### src/rtl/drum_pkg.sv
// ============================================================================
//  Module      : drum_pkg
//  Description : Shared constants and types for the drum pattern path:
//                frame header default, ACK/NAK reply codes, loader state
//                encoding and the step/sample bit order of a pattern word.
//  Revision    : 1.0 - initial release
// ============================================================================
`default_nettype none

package drum_pkg;

    // Frame start byte used when the loader is not given another value.
    localparam logic [7:0] C_HEADER_DEFAULT = 8'hA5;

    // Reply codes sent back to the host after a frame is judged.
    localparam logic [7:0] C_ACK = 8'h06;
    localparam logic [7:0] C_NAK = 8'h15;

    // Pattern geometry: 8 steps of 4 samples, one nibble per step.
    localparam int C_STEPS         = 8;
    localparam int C_SAMPLES       = 4;
    localparam int C_PATTERN_W     = C_STEPS * C_SAMPLES;
    localparam int C_PAYLOAD_BYTES = C_PATTERN_W / 8;

    // Bit position of each sample inside a step nibble {kick, clap, hihat, snare}.
    localparam int C_BIT_SNARE = 0;
    localparam int C_BIT_HIHAT = 1;
    localparam int C_BIT_CLAP  = 2;
    localparam int C_BIT_KICK  = 3;

    // Loader frame state.
    typedef enum logic [1:0] {
        S_IDLE    = 2'd0,
        S_PAYLOAD = 2'd1,
        S_CHECK   = 2'd2
    } state_e;

    // Nibble of step 'step' (0-based) from a pattern word.
    function automatic logic [3:0] step_nibble(input logic [C_PATTERN_W-1:0] pat,
                                               input int step);
        return pat[4*step +: 4];
    endfunction

endpackage

`default_nettype wire

### src/rtl/rx_byte_accept.sv
// ============================================================================
//  Module      : rx_byte_accept
//  Description : Edge-qualified capture of bytes from the UART receiver.
//                A byte is taken when rxready is high, no ack is in flight
//                and rxready has been low since the previous take. The ack
//                pulse rxclk and byte_valid are both high for one cycle in
//                the cycle after the take, with byte_data stable.
//  Revision    : 1.0 - initial release
// ============================================================================
`default_nettype none

module rx_byte_accept (
    input  logic       clk,
    input  logic       rst,
    input  logic       rxready,
    input  logic [7:0] rxdata,
    output logic       rxclk,
    output logic       byte_valid,
    output logic [7:0] byte_data
);

    logic       armed_q, armed_d;
    logic       rxclk_q, rxclk_d;
    logic       valid_q, valid_d;
    logic [7:0] data_q,  data_d;
    logic       w_take;

    // Decide whether this cycle carries a fresh byte and arm for the next one.
    always_comb begin
        w_take  = rxready && armed_q && !rxclk_q;
        armed_d = armed_q;
        if (!rxready) begin
            armed_d = 1'b1;
        end else if (w_take) begin
            armed_d = 1'b0;
        end
        rxclk_d = w_take;
        valid_d = w_take;
        data_d  = w_take ? rxdata : data_q;
    end

    // Register the handshake state; a level held across reset counts as new.
    always_ff @(posedge clk) begin
        if (!rst) begin
            armed_q <= 1'b1;
            rxclk_q <= 1'b0;
            valid_q <= 1'b0;
            data_q  <= 8'h00;
        end else begin
            armed_q <= armed_d;
            rxclk_q <= rxclk_d;
            valid_q <= valid_d;
            data_q  <= data_d;
        end
    end

    assign rxclk      = rxclk_q;
    assign byte_valid = valid_q;
    assign byte_data  = data_q;

endmodule

`default_nettype wire

### src/rtl/pattern_uart_loader.sv
// ============================================================================
//  Module      : pattern_uart_loader
//  Description : Receives framed drum patterns (HEADER, 4 payload bytes,
//                XOR checksum) from the UART receiver and commits each
//                valid frame atomically to the pattern register. Bad
//                checksums and inter-byte timeouts raise load_err.
//                Optional macro PATTERN_ECHO_EN adds an ACK/NAK reply on
//                txdata/txclk; without it those outputs are tied low.
//  Revision    : 1.0 - initial release
// ============================================================================
`default_nettype none

module pattern_uart_loader
    import drum_pkg::*;
#(
    parameter logic [7:0] HEADER  = C_HEADER_DEFAULT,
    parameter int         TIMEOUT = 2000000
) (
    input  logic                   clk,
    input  logic                   rst,
    input  logic                   en,
    input  logic [7:0]             rxdata,
    input  logic                   rxready,
    output logic                   rxclk,
    output logic [C_PATTERN_W-1:0] pattern,
    output logic                   load_done,
    output logic                   load_err,
    output logic [7:0]             txdata,
    output logic                   txclk,
    input  logic                   txready
);

    localparam int C_TIMER_W = $clog2(TIMEOUT + 1);

    logic       w_byte_valid;
    logic [7:0] w_byte;
    logic       w_timeout;

    state_e                 state_q,     state_d;
    logic [1:0]             idx_q,       idx_d;
    logic [7:0]             csum_q,      csum_d;
    logic [C_PATTERN_W-1:0] shadow_q,    shadow_d;
    logic [C_PATTERN_W-1:0] pattern_q,   pattern_d;
    logic [C_TIMER_W-1:0]   timer_q,     timer_d;
    logic                   load_done_q, load_done_d;
    logic                   load_err_q,  load_err_d;

    rx_byte_accept u_rx_byte_accept (
        .clk        (clk),
        .rst        (rst),
        .rxready    (rxready),
        .rxdata     (rxdata),
        .rxclk      (rxclk),
        .byte_valid (w_byte_valid),
        .byte_data  (w_byte)
    );

    assign w_timeout = (timer_q == C_TIMER_W'(TIMEOUT - 1));

    // Frame parser: a byte always wins over a timeout in the same cycle.
    always_comb begin
        state_d     = state_q;
        idx_d       = idx_q;
        csum_d      = csum_q;
        shadow_d    = shadow_q;
        timer_d     = timer_q;
        pattern_d   = pattern_q;
        load_done_d = 1'b0;
        load_err_d  = 1'b0;

        if (!en) begin
            state_d = S_IDLE;
            idx_d   = 2'd0;
            timer_d = '0;
        end else begin
            case (state_q)
                S_IDLE: begin
                    timer_d = '0;
                    if (w_byte_valid && (w_byte == HEADER)) begin
                        state_d  = S_PAYLOAD;
                        idx_d    = 2'd0;
                        csum_d   = 8'h00;
                        shadow_d = '0;
                    end
                end
                S_PAYLOAD: begin
                    if (w_byte_valid) begin
                        // Low nibble is the earlier step of the pair.
                        shadow_d[{idx_q, 3'b000} +: 4] = w_byte[3:0];
                        shadow_d[{idx_q, 3'b100} +: 4] = w_byte[7:4];
                        csum_d  = csum_q ^ w_byte;
                        timer_d = '0;
                        if (idx_q == 2'(C_PAYLOAD_BYTES - 1)) begin
                            state_d = S_CHECK;
                        end else begin
                            idx_d = idx_q + 2'd1;
                        end
                    end else if (w_timeout) begin
                        load_err_d = 1'b1;
                        state_d    = S_IDLE;
                        shadow_d   = '0;
                        timer_d    = '0;
                    end else begin
                        timer_d = timer_q + C_TIMER_W'(1);
                    end
                end
                S_CHECK: begin
                    if (w_byte_valid) begin
                        timer_d = '0;
                        state_d = S_IDLE;
                        if (w_byte == csum_q) begin
                            pattern_d   = shadow_q;
                            load_done_d = 1'b1;
                        end else begin
                            load_err_d  = 1'b1;
                        end
                    end else if (w_timeout) begin
                        load_err_d = 1'b1;
                        state_d    = S_IDLE;
                        shadow_d   = '0;
                        timer_d    = '0;
                    end else begin
                        timer_d = timer_q + C_TIMER_W'(1);
                    end
                end
                default: begin
                    state_d = S_IDLE;
                    timer_d = '0;
                end
            endcase
        end
    end

    // Frame state, committed pattern and result pulses.
    always_ff @(posedge clk) begin
        if (!rst) begin
            state_q     <= S_IDLE;
            idx_q       <= 2'd0;
            csum_q      <= 8'h00;
            shadow_q    <= '0;
            pattern_q   <= '0;
            timer_q     <= '0;
            load_done_q <= 1'b0;
            load_err_q  <= 1'b0;
        end else begin
            state_q     <= state_d;
            idx_q       <= idx_d;
            csum_q      <= csum_d;
            shadow_q    <= shadow_d;
            pattern_q   <= pattern_d;
            timer_q     <= timer_d;
            load_done_q <= load_done_d;
            load_err_q  <= load_err_d;
        end
    end

    assign pattern   = pattern_q;
    assign load_done = load_done_q;
    assign load_err  = load_err_q;

`ifdef PATTERN_ECHO_EN
    logic       tx_pending_q, tx_pending_d;
    logic [7:0] txdata_q,     txdata_d;
    logic       txclk_q,      txclk_d;

    // Single-entry reply slot; a fresh verdict replaces an unsent one.
    always_comb begin
        tx_pending_d = tx_pending_q;
        txdata_d     = txdata_q;
        txclk_d      = 1'b0;
        if (load_done_d) begin
            txdata_d     = C_ACK;
            tx_pending_d = 1'b1;
        end else if (load_err_d) begin
            txdata_d     = C_NAK;
            tx_pending_d = 1'b1;
        end else if (tx_pending_q && txready) begin
            txclk_d      = 1'b1;
            tx_pending_d = 1'b0;
        end
    end

    // Reply byte and strobe registers.
    always_ff @(posedge clk) begin
        if (!rst) begin
            tx_pending_q <= 1'b0;
            txdata_q     <= 8'h00;
            txclk_q      <= 1'b0;
        end else begin
            tx_pending_q <= tx_pending_d;
            txdata_q     <= txdata_d;
            txclk_q      <= txclk_d;
        end
    end

    assign txdata = txdata_q;
    assign txclk  = txclk_q;
`else
    logic w_unused_txready;

    assign w_unused_txready = txready;
    assign txdata           = 8'h00;
    assign txclk            = 1'b0;
`endif

endmodule

`default_nettype wire

### config.mk
export PLATFORM = sky130hd
export DESIGN_NAME = pattern_uart_loader
export DESIGN_NICKNAME = d
export VERILOG_FILES = /design/src/rtl/drum_pkg.sv /design/src/rtl/rx_byte_accept.sv /design/src/rtl/pattern_uart_loader.sv
export SDC_FILE = /design/constraint.sdc
export NUM_CORES = 1
export LEC_CHECK = 0
export CAP_MARGIN = 0
export CORE_MARGIN = 2
export CORE_UTILIZATION = 30
export CTS_CLUSTER_SIZE = 24
export DETAILED_ROUTE_END_ITERATION = 8
export GPL_TIMING_DRIVEN = 0
export SYNTH_ARGS = -nofsm -noshare
export SYNTH_HDL_FRONTEND = slang
export SYNTH_SLANG_ARGS = --single-unit
### constraint.sdc
create_clock -name clk -period 2.6 [get_ports clk]
set_input_delay 0.26 -clock clk [delete_from_list [all_inputs] [get_ports clk]]
set_output_delay 0.26 -clock clk [all_outputs]
set_load 0.05 [all_outputs]
==> metrics.txt <==
# TYPE chip_impl_metric gauge
chip_impl_info{name="yosys.area.top_type",value="sky130_fd_sc_hd__dfxtp_1"} 1
chip_impl_info{name="r2r_start",value="state_q[1]"} 1
chip_impl_metric{name="worst-endpoint-required",unit="ns"} 2.88
chip_impl_metric{name="core_region_area",unit="mm^2"} 0.0158
chip_impl_metric{name="setup.reg_to_reg.worst_slack",unit="ns"} 0.19
chip_impl_metric{name="crit_buf_inv",unit=""} 3
chip_impl_metric{name="timing_max_transition_violations_final",unit=""} 0
chip_impl_metric{name="dieHeight",unit="um"} 130
chip_impl_info{name="tritoncts",value="yes"} 1
chip_impl_metric{name="setup_viol",unit=""} 0
chip_impl_metric{name="clock_pin_slew_on_the_worst_setup_and_hold_paths",unit="ns"} 0.07
chip_impl_info{name="cp_top_family",value="simple AND/OR/NAND/NOR gates"} 1
chip_impl_metric{name="ir_drop",unit="V"} 0.000306
chip_impl_metric{name="routed-via-count",unit=""} 3810
chip_impl_metric{name="final-seq-area",unit="mm^2"} 0.00218
chip_impl_metric{name="grt_first_pass_wirelength",unit="um"} 18300
chip_impl_metric{name="sink_count_of_the_clock_tree",unit=""} 109
chip_impl_metric{name="insertion_delay",unit="ns"} 0.37
chip_impl_metric{name="finalNetCount",unit=""} 608
chip_impl_metric{name="leakage",unit="nW"} 2.01
chip_impl_metric{name="floorplan.initialDensity",unit=""} 0.304
chip_impl_metric{name="clock_path_buffers",unit=""} 2
chip_impl_metric{name="synth-seq-cells",unit=""} 109
chip_impl_metric{name="initial_antenna_violation_count",unit=""} 0
chip_impl_metric{name="drt-pass1-iter-count",unit=""} 5
chip_impl_metric{name="drc",unit=""} 0
chip_impl_metric{name="cts_buffers",unit=""} 9
chip_impl_info{name="cts.root.buffer_cell",value="sky130_fd_sc_hd__clkbuf_16"} 1
chip_impl_metric{name="yosys.area.top_type_share",unit=""} 0.455
chip_impl_metric{name="core.rowCount",unit=""} 46
chip_impl_info{name="cp-startpoint",value="state_q[1]"} 1
chip_impl_info{name="cpMaxStageDelayCell",value="sky130_fd_sc_hd__or2_2"} 1
chip_impl_info{name="hold_start",value="pattern[4]"} 1
chip_impl_metric{name="via_count_of_the_first_global_routing_pass",unit=""} 3673
chip_impl_metric{name="post_route_cells_drive_above_1_share",unit=""} 0.0917
chip_impl_metric{name="tightest_slew",unit="ns"} 0.894
chip_impl_metric{name="fin_util",unit=""} 0.371
chip_impl_metric{name="critPathArrivalTime",unit="ns"} 2.69
chip_impl_metric{name="area_growth_syn_to_layout",unit="%"} 21.8
chip_impl_metric{name="gp_routability_congestion",unit=""} 0.868
chip_impl_metric{name="async_reset_ff_frac",unit=""} 0
chip_impl_metric{name="grt_max_degree",unit=""} 19
chip_impl_metric{name="synth_cells",unit=""} 519
chip_impl_metric{name="number_of_flops_mapped_to_enable_cells_by_yosys",unit=""} 0
chip_impl_metric{name="post-route-min-period",unit="ns"} 2.41
chip_impl_metric{name="detailedRoute.firstIterationViolations",unit=""} 175
chip_impl_metric{name="antennaDiodeCount",unit=""} 0
chip_impl_metric{name="timing.final.crit_share",unit=""} 0.928
chip_impl_metric{name="grt_usage",unit=""} 0.139
chip_impl_info{name="crit_type",value="reg2reg"} 1
chip_impl_metric{name="count_of_cell_types_in_the_netlist",unit=""} 50
chip_impl_metric{name="htree_levels",unit=""} 3
chip_impl_info{name="grt_setup_unrepaired",value="no"} 1
chip_impl_metric{name="critical_path_peak_fanout",unit=""} 9
chip_impl_info{name="timing.critical_path.to_type",value="flip-flop"} 1
chip_impl_metric{name="power-per-cell-area",unit="mW/mm^2"} 542
chip_impl_metric{name="ioPinCount",unit=""} 57
chip_impl_info{name="timing.critical_path.cells",value="inv_1 > ha_1 > clkbuf_1 > nand2_1 > o21ai_0 > nand3b_1 > or2_2 > buf_2 > o22ai_1"} 1
chip_impl_info{name="ys.flop_type",value="sky130_fd_sc_hd__dfxtp_1"} 1
chip_impl_info{name="result_of_the_run",value="finished clean"} 1
chip_impl_metric{name="fin_tns_setup",unit="ns"} 0
chip_impl_metric{name="die_area",unit="mm^2"} 0.0170
chip_impl_metric{name="vias_per_cell",unit=""} 4.73
chip_impl_info{name="worst_setup_path_start_kind",value="flip-flop"} 1
chip_impl_metric{name="routedWlPerCell",unit="um"} 14.4
chip_impl_metric{name="die_width",unit="um"} 130
chip_impl_metric{name="max-slew-margin-rel",unit=""} 0.398
chip_impl_metric{name="synthesis.yosys.warnings",unit=""} 0
chip_impl_metric{name="cts_hold_buf",unit=""} 0
chip_impl_metric{name="synth.avg_cell_area",unit="um^2"} 9.25
chip_impl_metric{name="port-buffer-count",unit=""} 46
chip_impl_info{name="synth.area.top_cells",value="sky130_fd_sc_hd__dfxtp_1 45%, sky130_fd_sc_hd__mux2i_1 8.3%, sky130_fd_sc_hd__nand2_1 7.3%"} 1
chip_impl_info{name="hold_class",value="reg2reg"} 1
chip_impl_metric{name="final_skew",unit="ns"} 0.0119
chip_impl_metric{name="number_of_filler_instances_in_the_final_layout",unit=""} 1639
chip_impl_metric{name="cpPeakStageDelay",unit="ns"} 0.38
chip_impl_metric{name="ant_nets",unit=""} 0
chip_impl_metric{name="final_hold_violation_count",unit=""} 0
chip_impl_metric{name="place_hpwl",unit="um"} 8390
chip_impl_metric{name="globalRouteOverflowTotal",unit=""} 0
chip_impl_metric{name="detail_route.wirelength",unit="um"} 11600
chip_impl_metric{name="synth_sequential_area_ratio",unit=""} 0.455
chip_impl_metric{name="cell_area_after_technology_mapping",unit="mm^2"} 0.00480
chip_impl_metric{name="maxCapViolCount",unit=""} 0
chip_impl_metric{name="clock.fmax",unit="MHz"} 414
chip_impl_metric{name="multi_input_comb_area",unit="mm^2"} 0.00238
-- worst register-to-register path, stage by stage, from the launching register on --
cell	delay [ns]
sky130_fd_sc_hd__dfxtp_1	0.35
sky130_fd_sc_hd__inv_1	0.09
sky130_fd_sc_hd__ha_1	0.14
sky130_fd_sc_hd__clkbuf_1	0.28
sky130_fd_sc_hd__nand2_1	0.26
sky130_fd_sc_hd__o21ai_0	0.15
sky130_fd_sc_hd__nand3b_1	0.32
sky130_fd_sc_hd__or2_2	0.38
sky130_fd_sc_hd__buf_2	0.18
sky130_fd_sc_hd__o22ai_1	0.20
-- placed cells by master, fill, tap and decap left out, types with 14 or more instances in the layout --
| master | instances |
|---|---|
| sky130_fd_sc_hd__dfxtp_1 | 108 |
| sky130_fd_sc_hd__inv_1 | 17 |
| sky130_fd_sc_hd__o2bb2ai_1 | 19 |
| sky130_fd_sc_hd__xor2_1 | 18 |
| sky130_fd_sc_hd__clkbuf_1 | 15 |
| sky130_fd_sc_hd__nand3_1 | 14 |
| sky130_fd_sc_hd__clkdlybuf4s50_1 | 46 |
| sky130_fd_sc_hd__nand2_1 | 93 |
| sky130_fd_sc_hd__mux2i_1 | 40 |
| sky130_fd_sc_hd__o22ai_1 | 14 |
| sky130_fd_sc_hd__nor2_1 | 34 |
-- stage by stage --
| stage | cell area, um^2 | std cells | setup WS (ns) | total power, mW | hold slack, ns |
|---|---|---|---|---|---|
| final | 5840 | 805 | 0.187 | 3.17 | 0.459 |
| after CTS | 5840 | 805 | 0.0736 | 3.20 | 0.463 |
| after global routing | 5840 | 805 | 0.0334 | 3.27 | 0.480 |
| after floorplan | 4830 | 527 | 0.236 | 1.84 | 0.346 |
| after global placement | 5560 | 789 | 0.165 | 1.90 | 0.448 |
| after detailed placement | 5560 | 789 | 0.117 | 1.90 | 0.447 |
-- registers in the layout, summed over array words and instances (netlist names) --
name                         flops
u_rx_byte_accept.byte_data       8
load_err                         1
load_done                        1
csum_q                           8
state_q                          2
shadow_q                        32
u_rx_byte_accept.byte_valid      1
pattern                         32
u_rx_byte_accept.armed_q         1
timer_q                         21
idx_q                            2
-- cell type report --
type / instances / area share
Timing Repair Buffer: 46 / 0.0788
Buffer: 35 / 0.0360
Clock inverter: 6 / 0.00814
Clock buffer: 10 / 0.0392
Multi-Input combinational cell: 365 / 0.407
Sequential cell: 109 / 0.374
Inverter: 18 / 0.0116
Tap cell: 216 / 0.0462
-- final timing paths --
check                    end  depth (start not counted)
setup reg to reg   csum_q[1]                          9
hold reg to reg   pattern[4]                          2
hold / removal    pattern[4]                          2
setup / recovery   csum_q[1]                          9
-- cell families (layout without fill, tap and decap cells) --
| kind of cell | count (synthesis) | in the layout | synth area share |
|---|---|---|---|
| xor+xnor | 24 | 24 | 0.0438 |
| fa+ha+maj | 11 | 11 | 0.0287 |
| flops | 109 | 109 | 0.455 |
| simple gates | 204 | 204 | 0.209 |
| other cells | 1 | 9 | 0.000781 |
| compound gates | 77 | 77 | 0.121 |
| mux | 40 | 40 | 0.0834 |
| buf+inv | 53 | 115 | 0.0579 |
-- layer usage --
metal	GRT usage	vias up	wire length [um]
met5	0	-	0
met4	0.0626	0	269
met3	0.0379	21	519
met2	0.216	85	5170
met1	0.181	1782	5590
li1	-	1922	-
-- cell usage after synthesis, types with 5 or more instances --
cell type,number
sky130_fd_sc_hd__a21oi_1,13
sky130_fd_sc_hd__nand3b_1,10
sky130_fd_sc_hd__o221ai_1,5
sky130_fd_sc_hd__o22ai_1,14
sky130_fd_sc_hd__nor4_1,7
sky130_fd_sc_hd__o21ai_0,9
sky130_fd_sc_hd__nand4_1,7
sky130_fd_sc_hd__or2_2,5
sky130_fd_sc_hd__ha_1,11
sky130_fd_sc_hd__mux2i_1,40
sky130_fd_sc_hd__nand3_1,14
sky130_fd_sc_hd__dfxtp_1,109
sky130_fd_sc_hd__nor2b_1,9
sky130_fd_sc_hd__buf_2,9
sky130_fd_sc_hd__inv_1,17
sky130_fd_sc_hd__buf_4,9
sky130_fd_sc_hd__nor2_1,34
sky130_fd_sc_hd__xnor2_1,6
sky130_fd_sc_hd__clkbuf_1,14
sky130_fd_sc_hd__a22o_1,5
sky130_fd_sc_hd__nand2_1,93
sky130_fd_sc_hd__xor2_1,18
sky130_fd_sc_hd__and4_1,5
sky130_fd_sc_hd__o2bb2ai_1,19
-- repair_timing --
item,CTS,global route
setup buffers,0,0
resized for setup,0,2
endpoints found under the setup margin,0,12
-- where the power goes --
part / switching (mW) / internal (mW)
Combinational: 0.119 / 0.0581
Sequential: 0.00915 / 1.68
Clock: 0.645 / 0.659
Total: 0.773 / 2.39
Power figures use the tool's default switching activity.
